==> config.mk <==
export PLATFORM = sky130hd
export DESIGN_NAME = conv2d_systolic_engine
export DESIGN_NICKNAME = d
export VERILOG_FILES = /design/src/rtl/conv_pkg.sv /design/src/rtl/conv_pe.sv /design/src/rtl/conv2d_systolic_engine.sv
export SDC_FILE = /design/constraint.sdc
export NUM_CORES = 1
export LEC_CHECK = 0
export CORE_MARGIN = 10
export CORE_UTILIZATION = 50
export DETAILED_ROUTE_END_ITERATION = 10
export PLACE_DENSITY = 0.66
export RECOVER_POWER = 100
export SLEW_MARGIN = 20
export SYNTH_ARGS = -nofsm -noshare
export SYNTH_HDL_FRONTEND = slang
export SYNTH_SLANG_ARGS = --single-unit
export TNS_END_PERCENT = 20
==> constraint.sdc <==
create_clock -name clk -period 12.85 [get_ports clk]
set_clock_uncertainty 0.15 [all_clocks]
set_input_delay 1.9275 -clock clk [delete_from_list [all_inputs] [get_ports clk]]
set_output_delay 1.9275 -clock clk [all_outputs]
set_load 0.02 [all_outputs]
==> src/rtl/conv_pkg.sv <==
// Shared FSM encoding and size derivations for the conv2d systolic engine.
package conv_pkg;

    typedef enum logic [1:0] {
        ST_IDLE = 2'd0,
        ST_MAC  = 2'd1,
        ST_EMIT = 2'd2,
        ST_FIN  = 2'd3
    } state_e;

    // Index width that never collapses to zero bits for degenerate sizes.
    function automatic int clog2_min1(input int n);
        return (n <= 2) ? 1 : $clog2(n);
    endfunction

    function automatic int out_n(input int img_n, input int k);
        return img_n - k + 1;
    endfunction

    function automatic int acc_w(input int data_w, input int k);
        return 2 * data_w + clog2_min1(k * k);
    endfunction

endpackage

==> src/rtl/conv_pe.sv <==
// Multiply-accumulate PE: acc += a*b when enabled, one cycle per tap; clear wins over enable.
// No backpressure: the caller gates enable.
module conv_pe #(
    parameter int DATA_W = 8,
    parameter int ACC_W  = 20
) (
    input  logic              clk,
    input  logic              rst,
    input  logic              clear,
    input  logic              enable,
    input  logic [DATA_W-1:0] a,
    input  logic [DATA_W-1:0] b,
    output logic [ACC_W-1:0]  acc
);

    logic [ACC_W-1:0] acc_q;
    logic [ACC_W-1:0] acc_d;

    always_comb begin
        acc_d = acc_q;
        if (clear) begin
            acc_d = '0;
        end else if (enable) begin
            acc_d = acc_q + ACC_W'(a) * ACC_W'(b);
        end
    end

    always_ff @(posedge clk) begin
        if (rst) begin
            acc_q <= '0;
        end else begin
            acc_q <= acc_d;
        end
    end

    assign acc = acc_q;

endmodule

==> src/rtl/conv2d_systolic_engine.sv <==
// Row-at-a-time 2D convolution: OUT_N PEs, K*K MAC cycles per row, then one beat per column
// held under out_valid/out_ready backpressure. Define CONV_SAT_EN to saturate instead of wrap.
module conv2d_systolic_engine
    import conv_pkg::*;
#(
    parameter int DATA_W = 8,
    parameter int IMG_N  = 4,
    parameter int K      = 3,
    localparam int OUT_N = out_n(IMG_N, K),
    localparam int ACC_W = acc_w(DATA_W, K),
    localparam int AW    = clog2_min1(IMG_N * IMG_N),
    localparam int CW    = clog2_min1(OUT_N)
) (
    input  logic              clk,
    input  logic              rst,
    input  logic              wr_en,
    input  logic              wr_sel,
    input  logic [AW-1:0]     wr_addr,
    input  logic [DATA_W-1:0] wr_data,
    input  logic              start,
    output logic              busy,
    output logic              out_valid,
    input  logic              out_ready,
    output logic [DATA_W-1:0] out_data,
    output logic [CW-1:0]     out_row,
    output logic [CW-1:0]     out_col,
    output logic              done
);

    localparam int KW = clog2_min1(K);
    localparam int FW = clog2_min1(K * K);

    state_e            state_q, state_d;
    logic [KW-1:0]     ki_q, ki_d, kj_q, kj_d;
    logic [CW-1:0]     row_q, row_d, col_q, col_d;
    logic              done_q;
    logic [DATA_W-1:0] img_q [IMG_N*IMG_N];
    logic [DATA_W-1:0] flt_q [K*K];
    logic [DATA_W-1:0] pe_a  [OUT_N];
    logic [DATA_W-1:0] pe_b;
    logic [ACC_W-1:0]  pe_acc [OUT_N];
    logic [ACC_W-1:0]  sel_acc;
    logic              acc_clr, mac_en, beat_acc;

    always_comb begin
        state_d  = state_q;
        ki_d     = ki_q;
        kj_d     = kj_q;
        row_d    = row_q;
        col_d    = col_q;
        beat_acc = (state_q == ST_EMIT) && out_ready;
        case (state_q)
            ST_IDLE: begin
                if (start) begin
                    state_d = ST_MAC;
                    ki_d    = '0;
                    kj_d    = '0;
                    row_d   = '0;
                    col_d   = '0;
                end
            end
            ST_MAC: begin
                if (kj_q == KW'(K - 1)) begin
                    kj_d = '0;
                    if (ki_q == KW'(K - 1)) begin
                        ki_d    = '0;
                        state_d = ST_EMIT;
                    end else begin
                        ki_d = ki_q + 1'b1;
                    end
                end else begin
                    kj_d = kj_q + 1'b1;
                end
            end
            ST_EMIT: begin
                if (beat_acc) begin
                    if (col_q == CW'(OUT_N - 1)) begin
                        col_d = '0;
                        if (row_q == CW'(OUT_N - 1)) begin
                            state_d = ST_FIN;
                        end else begin
                            row_d   = row_q + 1'b1;
                            state_d = ST_MAC;
                        end
                    end else begin
                        col_d = col_q + 1'b1;
                    end
                end
            end
            ST_FIN: begin
                state_d = ST_IDLE;
                row_d   = '0;
            end
            default: state_d = ST_IDLE;
        endcase
        acc_clr = (state_d == ST_MAC) && (state_q != ST_MAC);
        mac_en  = (state_q == ST_MAC);
    end

    // Tap (ki,kj) of the current row: PE j sees img[row+ki][j+kj], all PEs share f[ki][kj].
    always_comb begin
        pe_b = flt_q[FW'(int'(ki_q) * K + int'(kj_q))];
        for (int j = 0; j < OUT_N; j++) begin
            pe_a[j] = img_q[AW'((int'(row_q) + int'(ki_q)) * IMG_N + j + int'(kj_q))];
        end
    end

    always_ff @(posedge clk) begin
        if (rst) begin
            state_q <= ST_IDLE;
            ki_q    <= '0;
            kj_q    <= '0;
            row_q   <= '0;
            col_q   <= '0;
            done_q  <= 1'b0;
        end else begin
            state_q <= state_d;
            ki_q    <= ki_d;
            kj_q    <= kj_d;
            row_q   <= row_d;
            col_q   <= col_d;
            done_q  <= (state_q == ST_FIN);
        end
    end

    always_ff @(posedge clk) begin
        if (rst) begin
            for (int i = 0; i < IMG_N * IMG_N; i++) img_q[i] <= '0;
            for (int i = 0; i < K * K; i++) flt_q[i] <= '0;
        end else if (wr_en && (state_q == ST_IDLE)) begin
            if (!wr_sel) begin
                if (int'(wr_addr) < IMG_N * IMG_N) img_q[wr_addr] <= wr_data;
            end else if (int'(wr_addr) < K * K) begin
                flt_q[FW'(wr_addr)] <= wr_data;
            end
        end
    end

    for (genvar j = 0; j < OUT_N; j++) begin : g_pe
        conv_pe #(
            .DATA_W(DATA_W),
            .ACC_W (ACC_W)
        ) u_pe (
            .clk   (clk),
            .rst   (rst),
            .clear (acc_clr),
            .enable(mac_en),
            .a     (pe_a[j]),
            .b     (pe_b),
            .acc   (pe_acc[j])
        );
    end

    assign sel_acc = pe_acc[col_q];

`ifdef CONV_SAT_EN
    assign out_data = (sel_acc > ACC_W'({DATA_W{1'b1}})) ? {DATA_W{1'b1}} : DATA_W'(sel_acc);
`else
    assign out_data = DATA_W'(sel_acc);
`endif

    assign busy      = (state_q != ST_IDLE);
    assign out_valid = (state_q == ST_EMIT);
    assign out_row   = row_q;
    assign out_col   = col_q;
    assign done      = done_q;

endmodule
## Word-level counts from Yosys, hierarchy flattened

Memories as Yosys holds them, arrays and structs flattened.
Index checks and enable logic that the tools add are counted.

- Register bits: 49
- Memory bits (writable): 200
- Input port bits: 18
- Output and inout bits: 13
- Logic and storage cells: 94
- Memories: 2

- Add/subtract/negate cells: 11
- Multiply operators: 3
- Magnitude comparators: 2
- Equal/unequal tests: 11
- Mux-type cells: 41
- Bitwise operators: 1
- Reduce and logical (&&, ||, !) cells: 15

Memories:

| memory | depth | width | rd ports | clocked after memory_dff | wr ports | RTL line | text |
|---|---|---|---|---|---|---|---|
| img_q | 16 | 8 | 2 | 0 | 16 | conv2d_systolic_engine.sv:37 | `logic [DATA_W-1:0] img_q [IMG_N*IMG_N];` |
| flt_q | 9 | 8 | 1 | 0 | 9 | conv2d_systolic_engine.sv:38 | `logic [DATA_W-1:0] flt_q [K*K];` |

Operators with widths:

| operator | number |
|---|---|
| $add A20 B16 Y20 | 2 |
| $mux W8 | 5 |
| $mul A8 B8 Y16 | 2 |
| $mux W2 | 10 |
| $mux W1 | 19 |
| $reduce_or A8 Y1 | 2 |
| $add A4 B2 Y4 | 2 |
| $eq A2 B2 Y1 const B | 4 |
| $mux W4 | 2 |
| $pmux W2 S2 | 2 |
| $pmux W2 S4 | 1 |
| $ne A2 B1 Y1 const B | 3 |
| $reduce_and A3 Y1 | 2 |
| $reduce_bool A2 Y1 | 3 |
| $add A2 B1 Y2 const B | 2 |
| $add A4 B1 Y4 const B | 1 |
| $add A4 B3 Y4 | 1 |
| $eq A2 B1 Y1 const B | 2 |
| $lt A4 B4 Y1 const B | 1 |
| $mul A2 B2 Y4 const B | 1 |
| $ne A2 B2 Y1 const B | 2 |
| $reduce_and A4 Y1 | 1 |
| $logic_and A1 B1 Y1 | 3 |
| $pmux W1 S3 | 1 |
| 9 further kinds | 10 |

## Depth between registers and ports, before layout

- Depth after elaboration: 8
- Gate-level depth with buffers: 31
- Mapped depth without buffers: 25

## Cells and area by module

From an unflattened synthesis, not the netlist that was laid out.

- Cell total of the unflattened synthesis: 1,679
- Area, all modules: 20,598.5 um2

By module, submodules not included:

| module | instances | cells an instance | area an instance (um2) | seq. area each (um2) |
|---|---|---|---|---|
| conv2d_systolic_engine | 1 | 840 | 13,606.8 | 7,867.5 |
| conv_pe (g_pe[0].u_pe) | 1 | 425 | 3,529.6 | 400.4 |
| conv_pe (g_pe[1].u_pe) | 1 | 414 | 3,462.1 | 400.4 |

## Worst setup path before layout

Ideal clock, no wire load.

- Path kind: flip-flop to flip-flop
- Start: reg kj_q[1]
- End: reg g_pe[1].u_pe.acc_q[7]
- Library setup time: 0.086 ns
- Arrival time: 6.989 ns
- Data required time: 12.614 ns
- Path slack: 5.626 ns
- Cell stages (with the launch flop): 30
- Buffers on the path: 6
- Clock period less this slack: 7.224 ns
- Cell sequence: dfxtp_1 buf_4 buf_6 buf_4 inv_1 fa_1 inv_1 ha_1 buf_4 clkbuf_4 mux4_2 mux4_2 clkbuf_1 and2_1 fa_1 inv_1 fa_1 inv_1 ha_1 inv_1 fa_1 fa_1 inv_1 a21o_1 a21oi_1 xnor2_1 xnor2_1 xnor2_1 xnor3_1 a211oi_1

- Longest elaborated chain between the ends: 6
- Elaborated cells between the ends (all ways): 12
- Classes of those cells: 3 x add/sub; 1 x mul; 2 x eq/ne; 2 x mux; 2 x reduce/logical; 2 x memory

Ends and longest elaborated chain:

| item | RTL line | text |
|---|---|---|
| start: declaration | conv2d_systolic_engine.sv:34 | `logic [KW-1:0] ki_q, ki_d, kj_q, kj_d;` |
| start signal: assignment | conv2d_systolic_engine.sv:119 | `kj_q <= kj_d;` |
| branches (longest 6 deep; another with $add A20 B16 Y20) | - |  |
| end signal: assignment | conv_pe.sv:30 | `acc_q <= '0;` |
| end signal: assignment | conv_pe.sv:32 | `acc_q <= acc_d;` |
| end: declaration | conv_pe.sv:16 | `logic [ACC_W-1:0] acc_q;` |

Parallel ways; which one is timed is not known.
A chain may end at the register's enable or synchronous reset.

## Worst setup path after layout

Same ends and word-level chain as after synthesis.

==> metrics.txt <==
final period utilization=71.3%; vias=9138; I/O pin cnt=31; CTS buffer count=30; fin area=0.0175 mm^2; CP Cell Sequence=clkbuf_1 > inv_1 > fa_1 > inv_1 > ha_1 > fa_1 > mux4_2 > and2_0 > fa_1 > inv_1 > fa_1 > inv_1 > ha_1 > inv_1 > fa_1 > fa_1 > inv_1 > a21o_1 > a21oi_1 > xnor2_1 > xnor2_1 > xnor2_1 > xnor3_1 > a211oi_1; Die W=198 um; area occupied by multi-input gates=0.00719 mm^2; layout cell share with drive strength beyond 1=13.9%; VDD IR max=0.104 mV; Pwr per Cell Area=127 mW/mm^2; fmax=109 MHz; register bit count reported by yosys=281; CTS H-tree depth=1; crit-path leading delay family=adder cells; filler cell count in the final layout=2608; routed vias/inst=5.56; post-CTS sizing=0; area fraction of the dominant cell type after synthesis=48.4%; failing checks=capacitance limit, slew limit; crit path DAT=9.51 ns; Core ar.=0.0315 mm^2; CP bufs+invs=7; Yosys top cell by area=edfxtp_1; unrepaired setup endpoints after global routing=no; first-pass GRT wire length=56300 um; Final min period=9.17 ns; count of cell types in the netlist=51; Slew headroom=-42.2%; worst-margin pin slew=2.13 ns; sequential area share after synthesis=51.6%; clock root buffer=clkbuf_16; die extent in y=198 um; largest net degree at the start of global routing=63; Hold Path Class=register to register; worst-path fanout max=29; synth warn=0; critical path's slowest cell=clkbuf_1; Post-layout nets=1318; Post-Syn Instances=1144; status=complete, but fails checks; clock buffer depth=3; DRC viols=0; Antenna diodes=0; # setup viols final=0; Setup crit end kind=register; number of DRC markers in iteration 0=788; register area=0.00819 mm^2; synthesized cell area=0.0159 mm^2; Die ar.=0.0393 mm^2; drt first pass iters=5; num rows=65; clock tree sinks=281; WS Path Type=register to register; Initial Utilization=50.4%; initial antenna violation count=0; count leader, synth=edfxtp_1; Port Buffers=30; syn avg cell area=13.9 um^2; Worst EP required=13.19 ns; GRT overflow=0; dominant synthesized flop cell=edfxtp_1; reg2reg setup slack=3.68 ns; MaxCap Viol Count=6; Layout Utilization=55.6%; # Post-CTS Setup Buffers=0; number of global-route vias before repair=9315; Post-synth EDFFs=256; Avg WL per Cell=21.9 um; Post-DP Area=0.0167 mm^2; gp weighted congestion=0.826; total wire length=35900 um; antenna viol nets, final=0; max-slew violations=200; synth cell count leaders=edfxtp_1, and2_1, mux4_2, nand2_1, inv_1; CTS tree=built; # hold bufs at CTS=0; synthesis-to-layout area growth=10.3%; critical path's largest stage delay=1.51 ns; All-Layer GR Usage=18.9%; Lkg Pwr=0.00646 uW; Synth async-reset ratio=0%; CTS clk-pin slew, worst paths=0.07 ns; TNS Setup=0 ns; final count of hold timing violations=0; startpoint types=register; Synth area leaders=edfxtp_1, mux4_2, and2_1, fa_1, ha_1; Clock Latency Late Sink=0.58 ns; HPWL Detailed=24800 um
[registers in the layout (all words and copies together), names as in the netlist]
signal	count
kj_q	2
done	1
out_col	1
out_row	1
g_pe.u_pe.acc	16
state_q	2
flt_q	128
img_q	128
ki_q	2
[layout make-up]
class | count | area share [%]
multi-input combinational | 772 | 41.1
timing repair buffer | 50 | 2.22
clock buffer | 34 | 4.38
tap | 402 | 2.87
inverter | 83 | 1.78
clock inverter | 21 | 0.829
sequential | 281 | 46.8
[power breakdown]
group          total (uW)  switching (uW)  internal [uW]
Combinational         352             195            157
Clock                 816             368            448
Sequential           1060            19.4           1040
Total                2230             582           1650
[layout by cell type, fill, tap and decap left out, types with 27 or more instances in the layout]
cell / count
nor2_1: 38
clkbuf_16: 30
nand2_1: 85
edfxtp_1: 256
ha_1: 43
conb_1: 56
inv_1: 82
fa_1: 38
xnor2_1: 27
mux4_2: 102
and2_0: 133
and2_1: 87
[cells by family after synthesis]
| kind of cell | after synthesis | synth area share [%] |
|---|---|---|
| AND/OR/NAND/NOR | 411 | 14.3 |
| flip-flops | 281 | 51.6 |
| buffers and inverters | 146 | 4.38 |
| multiplexers | 138 | 17.3 |
| adder cells (fa/ha/maj) | 82 | 8.26 |
| AO/OA/AOI/OAI | 48 | 1.84 |
| XOR/XNOR | 37 | 2.31 |
| other | 1 | 0.0236 |
[through the flow]
step	worst slack, ns	instances	hold WS, ns	power, uW
3_5_place_dp	5.10	1588	0.297	1440
4_1_cts	5.06	1643	0.303	2250
3_3_place_gp	5.23	1588	0.288	1430
5_1_grt	2.90	1643	0.335	2320
6_report	3.68	1643	0.304	2230
2_1_floorplan	5.63	1199	0.282	1350
[path summary, 6_finish.rpt]
check                       from                   to  depth (start not counted)
max reg2reg              kj_q[1]  g_pe[1].u_pe.acc[7]                         24
min          g_pe[0].u_pe.acc[6]  g_pe[0].u_pe.acc[6]                          2
min reg2reg  g_pe[0].u_pe.acc[6]  g_pe[0].u_pe.acc[6]                          2
max                      kj_q[1]  g_pe[1].u_pe.acc[7]                         24
[layer usage]
layer	share of wire (%)	up-vias	track usage [%]
met2	47	281	29.6
met4	1.6	0	3.93
met3	8.3	39	4.41
met5	0	-	0
li1	-	4170	-
met1	44	4648	26.3
[worst register-to-register path, cell delays in order (launching register included)]
cell and delay (ns):
dfxtp_1 0.31, clkbuf_1 1.51, inv_1 0.56, fa_1 0.67, inv_1 0.04, ha_1 0.19, fa_1 0.91, mux4_2 0.79
and2_0 0.25, fa_1 0.51, inv_1 0.05, fa_1 0.49, inv_1 0.04, ha_1 0.26, inv_1 0.05, fa_1 0.52
fa_1 0.47, inv_1 0.07, a21o_1 0.10, a21oi_1 0.07, xnor2_1 0.13, xnor2_1 0.19, xnor2_1 0.16, xnor3_1 0.33
a211oi_1 0.24
Power figures use the tool's default switching activity.
